[src/rtl/pwm_pkg.sv]
// Shared types and helpers for the PWM duty decoder and generator-side checks.
package pwm_pkg;

  typedef enum logic {
    HUNT    = 1'b0,
    MEASURE = 1'b1
  } state_e;

  localparam int unsigned DEF_WIDTH = 8;

  function automatic int unsigned frame_len(input int unsigned w);
    return 32'd1 << w;
  endfunction

  localparam int unsigned FRAME_LEN = frame_len(DEF_WIDTH);

  // Clamp a high-sample count to the largest value a w-bit sample can carry.
  function automatic int unsigned sat_count(input int unsigned v, input int unsigned w);
    int unsigned max_v;
    max_v = frame_len(w) - 1;
    return (v > max_v) ? max_v : v;
  endfunction

endpackage

[src/rtl/pwm_input_sync.sv]
// Synchronizer chain for the asynchronous PWM input plus rising-edge detect.
module pwm_input_sync #(
  parameter int unsigned SYNC_STAGES = 2
) (
  input  logic clk_in,
  input  logic rst_in,
  input  logic pwm_in,
  output logic s,
  output logic rise
);

  logic [SYNC_STAGES-1:0] sync_q, sync_d;
  logic                   s_prev_q, s_prev_d;

  always_comb begin
    sync_d   = {sync_q[SYNC_STAGES-2:0], pwm_in};
    s_prev_d = sync_q[SYNC_STAGES-1];
  end

  always_ff @(posedge clk_in) begin
    if (rst_in) begin
      sync_q   <= '0;
      s_prev_q <= 1'b0;
    end else begin
      sync_q   <= sync_d;
      s_prev_q <= s_prev_d;
    end
  end

  assign s    = sync_q[SYNC_STAGES-1];
  assign rise = s & ~s_prev_q;

endmodule

[src/rtl/pwm_duty_decoder.sv]
// Recovers 2^WIDTH-cycle PWM frames from rising edges and reports each
// frame's high-time as a WIDTH-bit sample.
module pwm_duty_decoder
  import pwm_pkg::*;
#(
  parameter int unsigned WIDTH       = DEF_WIDTH,
  parameter int unsigned SYNC_STAGES = 2
) (
  input  logic             clk_in,
  input  logic             rst_in,
  input  logic             pwm_in,
  output logic [WIDTH-1:0] duty_out,
  output logic             valid_out,
  output logic             locked_out,
  output logic             err_out
);

  localparam int unsigned      LAST_POS = frame_len(WIDTH) - 1;
  localparam logic [WIDTH-1:0] POS_LAST = WIDTH'(LAST_POS);

  logic s, rise;

  pwm_input_sync #(
    .SYNC_STAGES(SYNC_STAGES)
  ) u_sync (
    .clk_in (clk_in),
    .rst_in (rst_in),
    .pwm_in (pwm_in),
    .s      (s),
    .rise   (rise)
  );

  state_e           state_q, state_d;
  logic [WIDTH-1:0] pos_q, pos_d;
  logic [WIDTH:0]   hcnt_q, hcnt_d;
  logic [WIDTH:0]   hcnt_sum;
  logic [WIDTH-1:0] duty_q, duty_d;
  logic             valid_q, valid_d;
  logic             locked_q, locked_d;
  logic             err_q, err_d;

  always_ff @(posedge clk_in) begin
    if (rst_in) begin
      state_q  <= HUNT;
      pos_q    <= '0;
      hcnt_q   <= '0;
      duty_q   <= '0;
      valid_q  <= 1'b0;
      locked_q <= 1'b0;
      err_q    <= 1'b0;
    end else begin
      state_q  <= state_d;
      pos_q    <= pos_d;
      hcnt_q   <= hcnt_d;
      duty_q   <= duty_d;
      valid_q  <= valid_d;
      locked_q <= locked_d;
      err_q    <= err_d;
    end
  end

  always_comb begin
    state_d = state_q;
    unique case (state_q)
      HUNT:    if (rise) state_d = MEASURE;
      MEASURE: state_d = MEASURE;
      default: state_d = HUNT;
    endcase
  end

  assign hcnt_sum = hcnt_q + {{WIDTH{1'b0}}, s};

  // The sample taken at the last position is folded into the reported count,
  // so a full-high frame sums to 2^WIDTH and saturates.
  always_comb begin
    pos_d    = pos_q + WIDTH'(1);
    hcnt_d   = hcnt_sum;
    duty_d   = duty_q;
    valid_d  = 1'b0;
    locked_d = locked_q;
    err_d    = 1'b0;
    unique case (state_q)
      HUNT: begin
        if (rise) begin
          pos_d  = WIDTH'(1);
          hcnt_d = (WIDTH+1)'(1);
        end else if (pos_q == POS_LAST) begin
          duty_d   = WIDTH'(sat_count(32'(hcnt_sum), WIDTH));
          valid_d  = 1'b1;
          locked_d = 1'b0;
          hcnt_d   = '0;
        end
      end
      MEASURE: begin
        // A misaligned edge takes precedence over the frame-end report.
        if (rise && (pos_q != '0)) begin
          err_d    = 1'b1;
          locked_d = 1'b0;
          pos_d    = WIDTH'(1);
          hcnt_d   = (WIDTH+1)'(1);
        end else if (pos_q == POS_LAST) begin
          duty_d   = WIDTH'(sat_count(32'(hcnt_sum), WIDTH));
          valid_d  = 1'b1;
          locked_d = 1'b1;
          hcnt_d   = '0;
        end
      end
      default: ;
    endcase
  end

  assign duty_out   = duty_q;
  assign valid_out  = valid_q;
  assign locked_out = locked_q;
  assign err_out    = err_q;

endmodule

[config.mk]
export PLATFORM = sky130hd
export DESIGN_NAME = pwm_duty_decoder
export DESIGN_NICKNAME = d
export VERILOG_FILES = /design/src/rtl/pwm_pkg.sv /design/src/rtl/pwm_input_sync.sv /design/src/rtl/pwm_duty_decoder.sv
export SDC_FILE = /design/constraint.sdc
export NUM_CORES = 1
export LEC_CHECK = 0
export CAP_MARGIN = 25
export CORE_ASPECT_RATIO = 0.8
export CORE_MARGIN = 1
export CORE_UTILIZATION = 48
export CTS_CLUSTER_SIZE = 28
export DETAILED_ROUTE_END_ITERATION = 6
export DONT_BUFFER_PORTS = 1
export PLACE_DENSITY = 0.68
export SETUP_SLACK_MARGIN = 0.02
export SYNTH_ARGS = -nofsm -noshare
export SYNTH_HDL_FRONTEND = slang
export SYNTH_SLANG_ARGS = --single-unit
[constraint.sdc]
create_clock -name clk_in -period 2.4 [get_ports clk_in]
set_input_delay 0.48 -clock clk_in [delete_from_list [all_inputs] [get_ports clk_in]]
set_output_delay 0.48 -clock clk_in [all_outputs]
set_load 0.005 [all_outputs]
==> flow_summary.ini <==
[layout]
drive_gt1_share_pct = 8.76
area_growth_pct = 7.01
finalNonFillerCells = 173
utilization_pct = 54.6
num_antenna_cells = 0
nets = 144

[critical_path]
worstSetupEndpointType = flip-flop
path_cells = ha_1, nand3_1, or2_2, nor2_1, a311oi_1
cp.arrival_ps = 2120
crit_fanout = 8
crit_type = flip-flop to flip-flop
cp_slowest_cell = nor2_1
cp_slowest_stage_delay_ps = 430
crit_required_ps = 2580
start_kind = flip-flop

[timing]
rsz0062_at_grt = no
final-setup-viol-count = 0
slew_headroom_pct = 53.5
fmax_ghz = 0.517
final_hold_viol_count = 0
fin_skew_ps = 12.5
min_period_ps = 1940
setup_tns_ps = 0
slew_violations = 0
finalCritPeriodShare_pct = 80.6
tightest_slew_ps = 693

[synthesis]
netlist_area_um2 = 1270
synth_top_cell_by_area = dfxtp_1
synth_edf_count = 0
yosysTopAreaCellShare_pct = 50.5
synthTopCellsByArea = dfxtp_1 (51%), nor2_1 (7.1%), a311oi_1 (5.5%)
ys.flop_type = dfxtp_1
synthCells = 135
syn_nets = 142
synth_commonest_cells = dfxtp_1 (32), nor2_1 (24), a21oi_1 (11)
ys_ff_latch = 32
ys_warn_count = 0
synth.distinct_cells = 27
ys_async_sr_fraction_pct = 0
synth_area_per_cell_um2 = 9.39
yosysMostFrequentCell = dfxtp_1
seq_area_frac_synth_pct = 50.5

[clocking]
ctsRootBufferMaster = clkbuf_4
cts_tree = done
postCtsSetupBuffers = 0
hold_buffers = 0
clkTransAtPathRegs_ps = 100
cts_buffer_depth = 2
cts_resized = 0
cts_made_buffers = 5
cts.htree.levels = 2
cts_sinks = 32
clk_latency_ps = 330

[power]
vdd_drop_max_mv = 0.357
p_leak_nw = 0.485
powerDensity_nw_per_um2 = 680

[grt]
grt_pass1_vias = 808
antenna_found_initial = 0
gr-usage-all-layers_pct = 19.4
grt_max_degree = 20
met1_usage_pct = 25.0
grt_overflow = 0
grt-busiest-layer = met2
use_met2_pct = 26.3
grt_first_pass_wirelength_um = 3770
gr-usage-met3_pct = 10.8

[floorplan]
ios = 14
die_w_um = 59.5
start_util_pct = 51.1
die_h_um = 48.0
coreArea_um2 = 2480
rows = 16
dieArea_um2 = 2850

[run]
drv_cap = 0

[place]
gp_congestion = 0.775
dpl.hpwl_um = 1680
port_buffers = 0
dp_cells = 166

[routing]
vias = 913
dr.pass1.iters = 4
drt_iter0_drc = 39
wl_per_cell_um = 13.4
via_per_inst = 5.28
drtAntennaViolNets = 0
totalWireLength_um = 2320
drc = 0

[status]
status = complete, no violations

[min_path]
min_path_type = input port to flip-flop
[critical path, delay by kind of cell, from the launching register on]
family / cells / cell delay, ps
compound gates: 1 / 200
fa+ha+maj: 1 / 210
flops: 1 / 390
simple gates: 3 / 990
[worst paths after layout]
kind / from / endpoint / slack [ps] / cells after the start
worst max-delay path: pos_q[0] / duty_out[2] / 460 / 5
worst min-delay path: rst_in / duty_out[6] / 200 / 1
worst max register to register: pos_q[0] / duty_out[2] / 460 / 5
worst min register to register: u_sync.sync_q[0] / u_sync.sync_q[1] / 450 / 1
[sequential cells by signal, indices dropped and copies added, names as in the netlist]
name,count
locked_out,1
state_q,1
u_sync.sync_q,2
hcnt_q,9
pos_q,8
err_out,1
duty_out,8
valid_out,1
u_sync.s_prev_q,1
[area by class of cell]
type                            instances  area, um^2
Sequential cell                        32         641
Multi-Input combinational cell         91         579
Tap cell                               36        45.0
Fill cell                             227        1130
Inverter                                7        26.3
Clock buffer                            7        65.1
[logic make-up (layout without fill, tap and decap cells)]
group / count (synthesis) / after routing / share of synthesized area, %
XOR/XNOR: 13 / 13 / 8.98
adder cells (fa/ha/maj): 4 / 4 / 3.95
buffers and inverters: 12 / 14 / 3.75
flip-flops: 32 / 32 / 50.5
AO/OA/AOI/OAI: 22 / 22 / 11.4
AND/OR/NAND/NOR: 52 / 52 / 21.4
[stage by stage]
| stage | power, W | worst slack [ps] | cell area, um^2 | hold WS, ps |
|---|---|---|---|---|
| floorplan | 0.000595 | 807 | 1270 | 414 |
| global placement | 0.000597 | 578 | 1290 | 441 |
| detailed placement | 0.000598 | 525 | 1290 | 441 |
| CTS | 0.000928 | 489 | 1360 | 198 |
| global route | 0.000964 | 336 | 1360 | 181 |
| finish | 0.000923 | 465 | 1360 | 204 |
[power breakdown]
group	internal, W	leakage [nW]	switching (W)
Sequential	0.000540	0.259	0.00000761
Combinational	0.0000179	0.189	0.0000205
Clock	0.000166	0.0374	0.000171
[cell usage in the layout (no fill, tap or decap), types with 3 or more instances in the layout]
master / synthesis / layout
dfxtp_1: 32 / 32
ha_1: 4 / 4
nand3_1: 5 / 5
xor2_1: 6 / 6
clkbuf_4: 0 / 5
nand4_1: 3 / 3
a21oi_1: 11 / 11
inv_1: 7 / 7
a311oi_1: 8 / 8
nor2_1: 24 / 24
nand2_1: 3 / 3
nor2b_1: 3 / 3
xnor2_1: 7 / 7
[layer usage]
layer	up-vias	wire length, um	share of wire, %
li1	463	-	-
met1	423	1100	47
met2	22	985	42
met3	5	194	8.4
met4	0	40	1.7
met5	-	0	0
No activity file was read; power rests on OpenSTA's default activity.
